===== src/rtl/tiny_cpu_pkg.sv =====
// Shared encodings, FSM states and instruction decode for the multi-cycle tiny CPU.
package tiny_cpu_pkg;

    localparam logic [1:0] OP_LI   = 2'b10;
    localparam logic [5:0] OP_OUT  = 6'b1111_00;
    localparam logic [5:0] OP_JMP  = 6'b1111_01;
    localparam logic [5:0] OP_BZ   = 6'b1111_10;
    localparam logic [5:0] OP_MODE = 6'b1111_11;

    localparam logic [3:0] ALUC_ADD = 4'b0010;
    localparam logic [1:0] R_DST    = 2'd2;

    typedef enum logic [2:0] {
        S_IDLE,
        S_FETCH,
        S_LOAD,
        S_EXEC,
        S_WB
    } state_t;

    typedef enum logic [2:0] {
        I_ALU,
        I_LI,
        I_OUT,
        I_JMP,
        I_BZ,
        I_MODE
    } iclass_t;

    function automatic iclass_t decode(input logic [7:0] ir);
        iclass_t c;
        c = I_ALU;
        if (ir[7:6] == OP_LI) begin
            c = I_LI;
        end else begin
            case (ir[7:2])
                OP_OUT:  c = I_OUT;
                OP_JMP:  c = I_JMP;
                OP_BZ:   c = I_BZ;
                OP_MODE: c = I_MODE;
                default: c = I_ALU;
            endcase
        end
        return c;
    endfunction

endpackage


===== src/rtl/tiny_cpu_lib.sv =====
// Datapath building blocks shared with the single-cycle CPU: ALU, 4-entry register file, imm4 sign extension.
module ALU #(
    parameter int WORDSIZE = 8
) (
    input  logic [3:0]          aluc,
    input  logic [WORDSIZE-1:0] a,
    input  logic [WORDSIZE-1:0] b,
    input  logic                cin,
    output logic [WORDSIZE-1:0] y,
    output logic                zero
);
    always_comb begin
        y = '0;
        case (aluc)
            4'b0000: y = a & b;
            4'b0001: y = a | b;
            4'b0010: y = a + b + WORDSIZE'(cin);
            4'b0011: y = a ^ b;
            4'b0100: y = a << 1;
            4'b0101: y = a >> 1;
            4'b0110: y = a - b;
            4'b0111: y = WORDSIZE'($signed(a) < $signed(b));
            4'b1100: y = ~(a | b);
            4'b1101: y = ~(a & b);
            4'b1110: y = a;
            default: y = '0;
        endcase
        zero = (y == '0);
    end
endmodule

module RegisterFile #(
    parameter int WORDSIZE = 8
) (
    input  logic                clk,
    input  logic                we,
    input  logic [1:0]          waddr,
    input  logic [WORDSIZE-1:0] wdata,
    input  logic [1:0]          raddr_a,
    input  logic [1:0]          raddr_b,
    output logic [WORDSIZE-1:0] rdata_a,
    output logic [WORDSIZE-1:0] rdata_b
);
    logic [WORDSIZE-1:0] regs_q [4];

    always_ff @(posedge clk) begin
        if (we) begin
            regs_q[waddr] <= wdata;
        end
    end

    always_comb begin
        rdata_a = regs_q[raddr_a];
        rdata_b = regs_q[raddr_b];
    end
endmodule

module SignExtend #(
    parameter int WORDSIZE = 8
) (
    input  logic [3:0]          in4,
    output logic [WORDSIZE-1:0] out
);
    always_comb out = WORDSIZE'($signed(in4));
endmodule


===== src/rtl/tiny_imem.sv =====
// Instruction memory: one synchronous write port, one synchronous read port; a same-address collision reads the old word.
module tiny_imem #(
    parameter int IMEM_DEPTH = 16
) (
    input  logic                          clk,
    input  logic                          we,
    input  logic [$clog2(IMEM_DEPTH)-1:0] waddr,
    input  logic [7:0]                    wdata,
    input  logic [$clog2(IMEM_DEPTH)-1:0] raddr,
    output logic [7:0]                    rdata
);
    logic [7:0] mem_q [IMEM_DEPTH];
    logic [7:0] rdata_q;

    always_ff @(posedge clk) begin
        if (we) begin
            mem_q[waddr] <= wdata;
        end
        rdata_q <= mem_q[raddr];
    end

    always_comb rdata = rdata_q;
endmodule


===== src/rtl/tiny_cpu_mc.sv =====
// Multi-cycle tiny CPU: executes 8-bit instructions from a valid/ready stream or from the internal instruction memory.
module tiny_cpu_mc
    import tiny_cpu_pkg::*;
#(
    parameter int WORDSIZE   = 8,
    parameter int IMEM_DEPTH = 16
) (
    input  logic                          clk,
    input  logic                          rst,
    input  logic [7:0]                    instr,
    input  logic                          instr_valid,
    output logic                          instr_ready,
    input  logic                          imem_we,
    input  logic [$clog2(IMEM_DEPTH)-1:0] imem_waddr,
    input  logic [7:0]                    imem_wdata,
    output logic [WORDSIZE-1:0]           res,
    output logic                          res_valid,
    output logic                          mode,
    output logic                          busy
);
    localparam int PCW = $clog2(IMEM_DEPTH);

    state_t              state_q, state_d;
    logic [PCW-1:0]      pc_q, pc_d;
    logic                zf_q, zf_d;
    logic                mode_q, mode_d;
    logic [7:0]          ir_q, ir_d;
    logic [WORDSIZE-1:0] vale_q, vale_d;
    logic [WORDSIZE-1:0] res_q, res_d;
    logic                res_valid_q, res_valid_d;

    iclass_t             iclass;
    logic                writes_reg;
    logic [7:0]          imem_rdata;
    logic [WORDSIZE-1:0] rf_a, rf_b, sext_imm;
    logic [WORDSIZE-1:0] alu_a, alu_b, alu_y;
    logic [3:0]          alu_op;
    logic                alu_zero;
    logic                rf_we;
    logic [1:0]          rf_waddr;

    tiny_imem #(.IMEM_DEPTH(IMEM_DEPTH)) u_imem (
        .clk   (clk),
        .we    (imem_we),
        .waddr (imem_waddr),
        .wdata (imem_wdata),
        .raddr (pc_q),
        .rdata (imem_rdata)
    );

    RegisterFile #(.WORDSIZE(WORDSIZE)) u_rf (
        .clk     (clk),
        .we      (rf_we),
        .waddr   (rf_waddr),
        .wdata   (vale_q),
        .raddr_a (ir_q[3:2]),
        .raddr_b (ir_q[1:0]),
        .rdata_a (rf_a),
        .rdata_b (rf_b)
    );

    SignExtend #(.WORDSIZE(WORDSIZE)) u_sext (
        .in4 (ir_q[3:0]),
        .out (sext_imm)
    );

    ALU #(.WORDSIZE(WORDSIZE)) u_alu (
        .aluc (alu_op),
        .a    (alu_a),
        .b    (alu_b),
        .cin  (1'b0),
        .y    (alu_y),
        .zero (alu_zero)
    );

    // LI reuses the ALU as sext(imm) + 0 so zf follows the same path as R-type.
    always_comb begin
        iclass     = decode(ir_q);
        writes_reg = (iclass == I_ALU) || (iclass == I_LI);
        alu_a      = (iclass == I_LI) ? sext_imm : rf_a;
        alu_b      = (iclass == I_LI) ? '0 : rf_b;
        alu_op     = (iclass == I_LI) ? ALUC_ADD : ir_q[7:4];
        rf_waddr   = (iclass == I_LI) ? ir_q[5:4] : R_DST;
        rf_we      = (state_q == S_WB) && writes_reg && !rst;
    end

    always_comb begin
        state_d     = state_q;
        pc_d        = pc_q;
        zf_d        = zf_q;
        mode_d      = mode_q;
        ir_d        = ir_q;
        vale_d      = vale_q;
        res_d       = res_q;
        res_valid_d = 1'b0;
        instr_ready = 1'b0;
        case (state_q)
            S_IDLE: begin
                instr_ready = !mode_q;
                if (mode_q) begin
                    state_d = S_FETCH;
                end else if (instr_valid) begin
                    ir_d    = instr;
                    state_d = S_EXEC;
                end
            end
            S_FETCH: state_d = S_LOAD;
            S_LOAD: begin
                ir_d    = imem_rdata;
                state_d = S_EXEC;
            end
            S_EXEC: begin
                // Non-ALU instructions carry r[ss] through valE to the WB stage.
                vale_d = writes_reg ? alu_y : rf_b;
                if (writes_reg) begin
                    zf_d = alu_zero;
                end
                state_d = S_WB;
            end
            S_WB: begin
                case (iclass)
                    I_OUT: begin
                        res_d       = vale_q;
                        res_valid_d = 1'b1;
                        if (mode_q) pc_d = pc_q + PCW'(1);
                    end
                    I_JMP: begin
                        if (mode_q) pc_d = vale_q[PCW-1:0];
                    end
                    I_BZ: begin
                        if (mode_q) pc_d = zf_q ? vale_q[PCW-1:0] : pc_q + PCW'(1);
                    end
                    I_MODE: begin
                        if (!mode_q) begin
                            mode_d = 1'b1;
                            pc_d   = '0;
                        end else begin
                            mode_d = 1'b0;
                        end
                    end
                    default: begin
                        if (mode_q) pc_d = pc_q + PCW'(1);
                    end
                endcase
                state_d = mode_d ? S_FETCH : S_IDLE;
            end
            default: state_d = S_IDLE;
        endcase
    end

    always_ff @(posedge clk) begin
        if (rst) begin
            state_q     <= S_IDLE;
            pc_q        <= '0;
            zf_q        <= 1'b0;
            mode_q      <= 1'b0;
            ir_q        <= '0;
            vale_q      <= '0;
            res_q       <= '0;
            res_valid_q <= 1'b0;
        end else begin
            state_q     <= state_d;
            pc_q        <= pc_d;
            zf_q        <= zf_d;
            mode_q      <= mode_d;
            ir_q        <= ir_d;
            vale_q      <= vale_d;
            res_q       <= res_d;
            res_valid_q <= res_valid_d;
        end
    end

    always_comb begin
        res       = res_q;
        res_valid = res_valid_q;
        mode      = mode_q;
        busy      = (state_q != S_IDLE);
    end
endmodule


===== config.mk =====
export PLATFORM = sky130hd
export DESIGN_NAME = tiny_cpu_mc
export DESIGN_NICKNAME = d
export VERILOG_FILES = /design/src/rtl/tiny_cpu_pkg.sv /design/src/rtl/tiny_cpu_lib.sv /design/src/rtl/tiny_imem.sv /design/src/rtl/tiny_cpu_mc.sv
export SDC_FILE = /design/constraint.sdc
export NUM_CORES = 1
export LEC_CHECK = 0
export ABC_AREA = 1
export BUFFER_PORTS_ARGS = -buffer_cell sky130_fd_sc_hd__buf_2
export CAP_MARGIN = 20
export CORE_MARGIN = 3
export CORE_UTILIZATION = 50
export CTS_BUF_LIST = sky130_fd_sc_hd__clkbuf_8 sky130_fd_sc_hd__clkbuf_16
export DETAILED_ROUTE_END_ITERATION = 8
export HOLD_SLACK_MARGIN = 0.15
export PLACE_DENSITY = 0.71
export RECOVER_POWER = 50
export SYNTH_ARGS = -nofsm -noshare
export SYNTH_HDL_FRONTEND = slang
export SYNTH_SLANG_ARGS = --single-unit

===== constraint.sdc =====
create_clock -name clk -period 3.79 [get_ports clk]
set_clock_uncertainty 0.15 [all_clocks]
set_input_delay 0.758 -clock clk [delete_from_list [all_inputs] [get_ports clk]]
set_output_delay 0.758 -clock clk [all_outputs]
set_load 0.05 [all_outputs]

**Word level (Yosys, flattened, before mapping)**

Memories as Yosys holds them, arrays and structs flattened. A register that Yosys moved wholly into a read port is not among the register bits.
Index checks and enable logic that the tools add are counted.

- Mux-type cells: 34
- $add $sub $neg: 3
- Bitwise operators: 6
- Equality and inequality tests: 30
- Reduce and logical (&&, ||, !) cells: 17
- Order comparisons: 1

Operator list:

| kind | count |
|---|---|
| $pmux 8 s11 | 1 |
| $mux 8 | 5 |
| $eq 6x6->1 const B | 4 |
| $mux 4 | 6 |
| $eq 4x3->1 const B | 4 |
| $not 8->8 | 2 |
| $pmux 8 s2 | 1 |
| $pmux 3 s5 | 1 |
| $eq 3x2->1 const B | 4 |
| $eq 4x4->1 const B | 3 |
| $pmux 3 s4 | 1 |
| $pmux 4 s3 | 1 |
| $mux 1 | 10 |
| $mux 2 | 5 |
| $ne 2x2->1 const B | 5 |
| $eq 3x3->1 const B | 3 |
| $mux 3 | 3 |
| $add 8x8->8 | 1 |
| $and 8x8->8 | 1 |
| $eq 4x2->1 const B | 2 |
| $logic_not 8->1 | 1 |
| $lt 8x8->1 | 1 |
| $or 8x8->8 | 1 |
| $sub 8x8->8 | 1 |
| 18 further kinds | 24 |

- Memories kept: 2
- RAM bits: 160
- Register bits: 34
- Input port bits: 24

Memory list:

| name | words | width | rd ports | clocked after memory_dff | wr ports | line | text |
|---|---|---|---|---|---|---|---|
| u_imem.mem_q | 16 | 8 | 1 | 1 | 1 | tiny_imem.sv:12 | `logic [7:0] mem_q [IMEM_DEPTH];` |
| u_rf.regs_q | 4 | 8 | 2 | 2 | 1 | tiny_cpu_lib.sv:44 | `logic [WORDSIZE-1:0] regs_q [4];` |

**Longest topological paths before layout**

Gate-level depths: netlist of the first run.

- Depth in word-level cells: 9
- Mapped depth: 24

**Modules after synthesis**

A second synthesis of the first run with hierarchy kept.

- Cell total of the unflattened synthesis: 1397
- Area, all modules: 11105.7 µm²

By module, submodules not included:

| module | area each (µm²) | sequential area each (µm²) | times used | cells each |
|---|---|---|---|---|
| tiny_imem | 5773.0 | 4003.8 | 1 | 551 |
| tiny_cpu_mc | 1968.1 | 680.7 | 1 | 317 |
| RegisterFile | 1677.9 | 960.9 | 1 | 195 |
| ALU | 1626.6 | 0.0 | 1 | 326 |
| SignExtend | 60.1 | 0.0 | 1 | 8 |

**Worst setup path before layout of the first run**

OpenSTA, ideal clock, no wires.

- Kind: reg-to-reg
- Start: register (tool-made name)
- End: register vale_q[6]
- Stages on the path, launching flop included: 21
- Buffers on the path: 1
- Data required time: 3.524 ns
- Setup slack: 0.829 ns
- Setup time: 0.116 ns
- Data arrival time: 2.695 ns
- Cell sequence: dfxtp_1 inv_1 clkbuf_1 a21oi_1 o21ai_0 nand2_1 nor2_1 ha_1 inv_1 fa_1 nand3b_1 nand2_1 nand2_1 a21oi_1 nand2_1 nand2_1 nor2_1 nor2_1 o211ai_1 o211ai_1 inv_1

RTL lines:

| element | line | text |
|---|---|---|
| to (signal assigned) | tiny_cpu_mc.sv:167 | `vale_q <= vale_d;` |
| to (decl) | tiny_cpu_mc.sv:28 | `logic [WORDSIZE-1:0] vale_q, vale_d;` |

==> summary.txt, run 1 <==
Clocking
  • Setup Buffers After CTS: 0
  • Register clock-pin slew on the reported worst setup and hold paths: 0.07 ns
  • Root buffer cell: clkbuf_16
  • # hold bufs at CTS: 0
  • Latest clock arrival within the worst-skew pair: 0.53 ns
  • CTS tree: yes
  • CTS H-tree depth: 1
  • CTS Buf Count: 22
  • CTS resizes: 0
  • Clock Path Buffers: 3
  • Clk sinks: 206

Synthesis
  • Asr flop ratio synth: 0%
  • Yosys reg bits: 206
  • Cell with the most instances after synthesis: nand2_1
  • Post-synth design cell area: 10000 µm²
  • Post-synthesis cell count: 1070
  • Yosys warns: 0
  • Top cells by count, synth: nand2_1, nor2_1, edfxtp_1
  • Cell variety after synth: 42
  • Synthesized Nets: 1122
  • Synth Flop Type: edfxtp_1
  • Number of synthesized flops with an enable pin: 160
  • Syn Area/Cell: 9.37 µm²
  • Sequential cell area fraction in the yosys report: 57.1%
  • Top cell type's share of synthesized area: 47.9%
  • Synth area leaders: edfxtp_1, dfxtp_1, nand2_1, nor2_1, o21ai_0
  • Largest area contributor in the netlist: edfxtp_1

Global route
  • Tot GR Track Use: 22.5%
  • Remaining Overflow, GRT: 0
  • Largest net degree at the start of global routing: 67
  • Global-route wire length before repair: 39100 µm
  • Antenna violations before repair: 0
  • Vias in the first global route: 7577

Die
  • Vert. Die Dim: 148 µm
  • Top Ports: 36
  • Core area: 19600 µm²
  • Die width: 148 µm
  • Die area: 21800 µm²
  • FP Rows: 51
  • Initial Utilization: 51.2%

Power and ir drop
  • Leakage: 4.47 nW
  • Peak supply drop: 0.521 mV
  • Pwr Density: 577 nW/µm²
  • Total power: 6.46 mW

Drt
  • Total wire length: 24500 µm
  • Routed len/inst: 17.7 µm
  • Number of remaining DRC errors: 0
  • 1st-iter DRT viols: 617
  • Drt first pass iters: 6
  • DR vias/cell: 5.62
  • Antenna viol nets, final: 0
  • DR vias: 7783

Setup path
  • CP dominant cell by count: nand2_1
  • R2R Path End: vale_q[6]
  • Nature of the critical path endpoint: flip-flop
  • Startpoint types: flip-flop
  • Register-to-register setup slack: 0.40 ns
  • CP peak stage delay: 0.46 ns
  • Critical path class: reg -> reg
  • Cell Chain, Critical Path: inv_1, a21oi_1, o21ai_0, nand2_1, nor2_1, ha_1, inv_1, fa_1, nand3b_1, nand2_1, nand2_1, a21oi_1, nand2_1, nand2_1, nor2_1, nor2_1, o211ai_1, o211ai_1, inv_1
  • WP buf/inv: 3
  • WP depth: 19
  • Data arrival time of the worst path: 3.65 ns
  • CP endpoint: vale_q[6]
  • Crit path max fanout: 12
  • Data required, critical path: 4.05 ns
  • Worst-case reg-to-reg path depth: 19
  • Delay-heaviest family, CP: simple AND/OR/NAND/NOR gates
  • Crit-path slowest cell: fa_1

Timing
  • Final worst slack: 0.404 ns
  • Max-slew violations: 0
  • Final Critical Period: 3.39 ns
  • Least-Margin Pin Slew: 0.828 ns
  • Slew HR: 44.6%
  • # setup viols final: 0
  • Final setup TNS: 0 ns
  • Final Hold Fails: 0
  • Setup repair after global routing missed its margin: false
  • Max Fclk: 0.295 GHz
  • Fin crit share: 89.3%

Cells and area
  • Post-Layout Inst Area: 11200 µm²
  • Nets: 1156
  • Share of layout cells above drive strength 1: 9.73%
  • N_diodes: 0
  • Post-route core utilization: 57.1%
  • Area delta synth->final: 11.6%

Place
  • Hpwl dp: 17000 µm
  • Cell Area, Placed: 10500 µm²
  • PortBufs: 35
  • Dpl ws: 0.492 ns
  • GP Congestion: 0.924

Min path
  • Min-Delay Path Depth: 2
  • Hold crit path type: reg -> reg

Run
  • Max-cap violations: 0

Run status
  • Outcome: completed
[worst min-delay path: stages (launching register included)]
cell,delay [ns]
dfxtp_1,0.32
nor2_1,0.04
nor2_1,0.08
[final cells by class]
| cell class | count | area, µm² |
|---|---|---|
| clock buffers | 23 | 564 |
| clock inverters | 17 | 165 |
| fillers | 1746 | 8400 |
| inverters | 107 | 404 |
| multi-input cells | 711 | 3680 |
| flip-flops and latches | 206 | 5730 |
| well taps | 265 | 332 |
| repair buffers | 56 | 315 |
[report_power, final]
part	switching (mW)	internal (mW)
logic	1.19	0.563
registers	0.0802	2.51
clock network	0.881	1.23
[logic make-up after synthesis]
group / synth area share, %
AO/OA/AOI/OAI: 13.0
XOR/XNOR: 0.262
buffers and inverters: 6.13
flip-flops: 57.1
adder cells (fa/ha/maj): 3.65
AND/OR/NAND/NOR: 19.9
[worst min path at each step]
| stage | slack [ns] | start | end |
|---|---|---|---|
| after floorplan | 0.31 | u_imem.rdata[4] | ir_q[4] |
| after global placement | 0.31 | res[7] | res[7] |
| after detailed placement | 0.32 | res[7] | res[7] |
| after CTS | 0.33 | u_imem.rdata[4] | ir_q[4] |
| after global routing | 0.36 | u_imem.rdata[7] | ir_q[7] |
| final | 0.33 | res[7] | res[7] |
[layer usage]
layer / vias to the layer above / share of wire, % / routed length, µm / track usage [%]
li1: 3788 / - / - / -
met4: 0 / 3.6 / 888 / 8.29
met2: 265 / 50 / 12100 / 40.3
met3: 68 / 6.5 / 1590 / 3.68
met1: 3662 / 40 / 9900 / 27.6
met5: - / 0 / 0 / 0
[registers in the layout (all words and copies together), names as in the netlist, named ones only]
name	flops
ir_q	8
mode	1
pc_q	4
res	8
res_valid	1
state_q	3
u_imem.mem_q	128
u_imem.rdata	8
u_rf.regs_q	32
vale_q	8
zf_q	1
[per-stage QoR]
stage | hold slack (ns) | std cells
floorplan | 0.311 | 1070
global placement | 0.309 | 1345
detailed placement | 0.322 | 1345
CTS | 0.332 | 1385
global route | 0.356 | 1385
finish | 0.325 | 1385
[cells in the final DEF (no fill, tap or decap), types with 2 or more instances in the layout]
master | synthesis | routed
nand4_2 | 2 | 2
nor2_1 | 163 | 163
nand3_1 | 83 | 83
a21oi_1 | 30 | 30
buf_4 | 4 | 15
a21oi_2 | 2 | 2
nor2_4 | 2 | 2
edfxtp_1 | 160 | 160
inv_1 | 92 | 96
inv_2 | 11 | 11
o22ai_1 | 5 | 5
clkbuf_16 | 0 | 22
o221ai_1 | 33 | 33
clkbuf_1 | 33 | 14
nand2_1 | 174 | 174
clkinv_1 | 3 | 6
clkinv_2 | 0 | 3
nor2_2 | 2 | 2
buf_2 | 6 | 26
xor2_1 | 2 | 2
clkinvlp_4 | 0 | 3
bufinv_16 | 0 | 2
dfxtp_1 | 46 | 45
a31oi_1 | 9 | 9
o21ai_0 | 105 | 105
o21ai_1 | 2 | 2
ha_1 | 26 | 26
or2_2 | 5 | 5
nor3_1 | 16 | 16
nand3b_1 | 2 | 2
nand2_2 | 6 | 6
o211ai_1 | 18 | 18
a32o_1 | 4 | 4
fa_1 | 2 | 2
nand4_1 | 10 | 10
Power figures use the tool's default switching activity.
==> run 2, diff against run 1 <==
--- a/config.mk
+++ b/config.mk
@@ -12,6 +12,7 @@
 export CORE_UTILIZATION = 50
 export CTS_BUF_LIST = sky130_fd_sc_hd__clkbuf_8 sky130_fd_sc_hd__clkbuf_16
 export DETAILED_ROUTE_END_ITERATION = 8
+export GPL_ROUTABILITY_DRIVEN = 0
 export HOLD_SLACK_MARGIN = 0.15
 export PLACE_DENSITY = 0.71
 export RECOVER_POWER = 50
==> constraint.sdc (replaced) <==
create_clock -name clk -period 3.79 [get_ports clk]
set_clock_uncertainty 0.15 [all_clocks]
set_input_delay 0.1895 -clock clk [delete_from_list [all_inputs] [get_ports clk]]
set_output_delay 0.1895 -clock clk [all_outputs]
set_load 0.05 [all_outputs]
==> summary.txt, run 2 (synthesis results as in run 1) <==
Global route
  • Tot GR Track Use: 22.5% (about the same)
  • Largest net degree at the start of global routing: 67 (unchanged)
  • Remaining Overflow, GRT: 0 (unchanged)
  • Vias in the first global route: 7739 (was 7577)
  • Global-route wire length before repair: 39700 µm (was 39100 µm)
  • Antenna violations before repair: 0 (unchanged)

Setup path
  • Crit path max fanout: 12 (unchanged)
  • Data required, critical path: 4.09 ns (was 4.05 ns)
  • Critical path class: reg -> reg (unchanged)
  • Nature of the critical path endpoint: flip-flop (unchanged)
  • Data arrival time of the worst path: 3.69 ns (was 3.65 ns)
  • Startpoint types: flip-flop (unchanged)

Timing
  • # setup viols final: 0 (unchanged)
  • Max-slew violations: 0 (unchanged)
  • Final setup TNS: 0 ns (unchanged)
  • Final Critical Period: 3.39 ns (about the same)
  • Fin crit share: 89.4% (was 89.3%)
  • Max Fclk: 0.295 GHz (about the same)
  • Final Hold Fails: 0 (unchanged)
  • Least-Margin Pin Slew: 0.987 ns (was 0.828 ns)
  • Setup repair after global routing missed its margin: false (unchanged)
  • Slew HR: 34.1% (was 44.6%)

Run status
  • Outcome: completed (unchanged)

Cells and area
  • Most frequent cells in the layout: nand2_1, nor2_1, edfxtp_1, o21ai_0, inv_1 (unchanged)
  • Top reg by flops: u_imem.mem_q (unchanged)
  • Registers with the most flip-flops: u_imem.mem_q (128), u_rf.regs_q (32) (unchanged)
  • Max reg flops: 128 (unchanged)
  • Nets: 1181 (was 1156)
  • Post-Layout Inst Area: 11400 µm² (was 11200 µm²)
  • Share of layout cells above drive strength 1: 9.45% (was 9.73%)
  • N_diodes: 0 (unchanged)
  • Area delta synth->final: 14.1% (was 11.6%)
  • Commonest non-fill, non-tap cell in the layout: nand2_1 (unchanged)

Place
  • Cell Area, Placed: 10400 µm² (was 10500 µm²)
  • Hpwl dp: 16400 µm (was 17000 µm)
  • PortBufs: 35 (unchanged)

Drt
  • Wl on met1: 10200 µm (was 9900 µm)
  • DR vias/cell: 5.64 (was 5.62)
  • Total wire length: 24800 µm (was 24500 µm)
  • DR WL met3: 1440 µm (was 1590 µm)
  • Drt first pass iters: 7 (was 6)
  • Top Metal Used: met4 (unchanged)
  • WL met2: 12500 µm (was 12100 µm)
  • DR vias: 7944 (was 7783)
  • Routed len/inst: 17.6 µm (was 17.7 µm)
  • 1st-iter DRT viols: 658 (was 617)
  • Number of remaining DRC errors: 0 (unchanged)
  • Antenna viol nets, final: 0 (unchanged)

Clocking
  • Register clock-pin slew on the reported worst setup and hold paths: 0.06 ns (was 0.07 ns)
  • Clock Path Buffers: 3 (unchanged)
  • CTS Buf Count: 22 (unchanged)
  • Clk sinks: 206 (unchanged)
  • Root buffer cell: clkbuf_16 (unchanged)
  • CTS H-tree depth: 1 (unchanged)
  • Latest clock arrival within the worst-skew pair: 0.52 ns (was 0.53 ns)
  • CTS tree: yes (unchanged)

Power and ir drop
  • Peak supply drop: 0.434 mV (was 0.521 mV)
  • Pwr Density: 566 nW/µm² (was 577 nW/µm²)
  • Leakage: 4.59 nW (was 4.47 nW)

Die
  • Core area: 19600 µm² (unchanged)
  • Top Ports: 36 (unchanged)
  • Initial Utilization: 51.2% (unchanged)
  • Die area: 21800 µm² (unchanged)
  • FP Rows: 51 (unchanged)
  • Die width: 148 µm (unchanged)
  • Vert. Die Dim: 148 µm (unchanged)

Run
  • Max-cap violations: 0 (unchanged)

Min path
  • Hold crit path type: reg -> reg (unchanged)
  • Hold Path Origin: res[4] (was res[7])
## run 2: cell types whose count changed in the layout (fill, tap and decap cells not counted)
cell / delta
buf_2: +1
buf_4: -5
bufinv_16: -1
clkbuf_16: +1
clkbuf_4: +2
clkbuf_8: +2
clkinv_1: -2
clkinvlp_4: -2
dfxtp_1: -2
dfxtp_2: +2
dlygate4sd3_1: +27
inv_1: +1
inv_8: -1
## run 2: power breakdown
part           switching, mW  internal [mW]
Combinational           1.21          0.583
Clock                  0.852           1.23
Sequential            0.0913           2.52
Total                   2.15           4.33
## run 2: per-stage QoR
step	hold slack [ns]	total power [mW]	setup slack, ns	cells	util [%]
floorplan	0.109	3.96	0.829	1070	-
global placement	0.312	4.34	0.521	1339	53.3
detailed placement	0.317	4.37	0.429	1339	53.3
CTS	0.155	6.46	0.402	1399	58.1
global route	0.359	6.84	0.0378	1408	58.4
finish	0.326	6.48	0.401	1408	58.4
## run 2: worst max-delay path: stages (launching register included)
cell and delay, ns:
dfxtp_1 0.46, clkinvlp_4 0.30, a21oi_1 0.18, o21ai_0 0.10
nand2_1 0.12, nor2_1 0.09, ha_1 0.26, fa_1 0.44
inv_1 0.06, nand2_1 0.06, nand2_1 0.14, nand3_1 0.12
nand2_1 0.08, nand2_1 0.05, nand3_1 0.08, nand2_1 0.05
inv_1 0.04, nand2_1 0.06, nor2_1 0.15, nand3_1 0.09
nor2_1 0.12, nor2_1 0.06, nor2_1 0.08
## run 2: cell type report
class | count | area [µm²]
sequential | 206 | 5730
clock buffer | 26 | 617
tap | 265 | 332
inverter | 107 | 408
timing repair buffer | 81 | 568
multi-input combinational | 711 | 3680
clock inverter | 12 | 101
fill | 1696 | 8150
## run 2: final timing paths
kind / end / slack (ns) / cells after the start
worst max-delay path: zf_q / 0.40 / 22
worst min register to register: res[4] / 0.33 / 2
worst max register to register: zf_q / 0.40 / 22
worst min-delay path: res[4] / 0.33 / 2
## run 2: timing repair
item | 4_1_cts | 5_1_grt
buffers inserted | 0 | 0
resized for setup | 0 | 3
setup endpoints to repair | 0 | 1
endpoints found under the hold margin | 170 | 5
hold buffers | 22 | 5
## run 2: per-layer routing
layer,vias up,global-route usage (%)
met5,-,0.455
met4,0,6.76
met3,56,3.07
met2,267,40.3
met1,3791,28.4
li1,3830,-
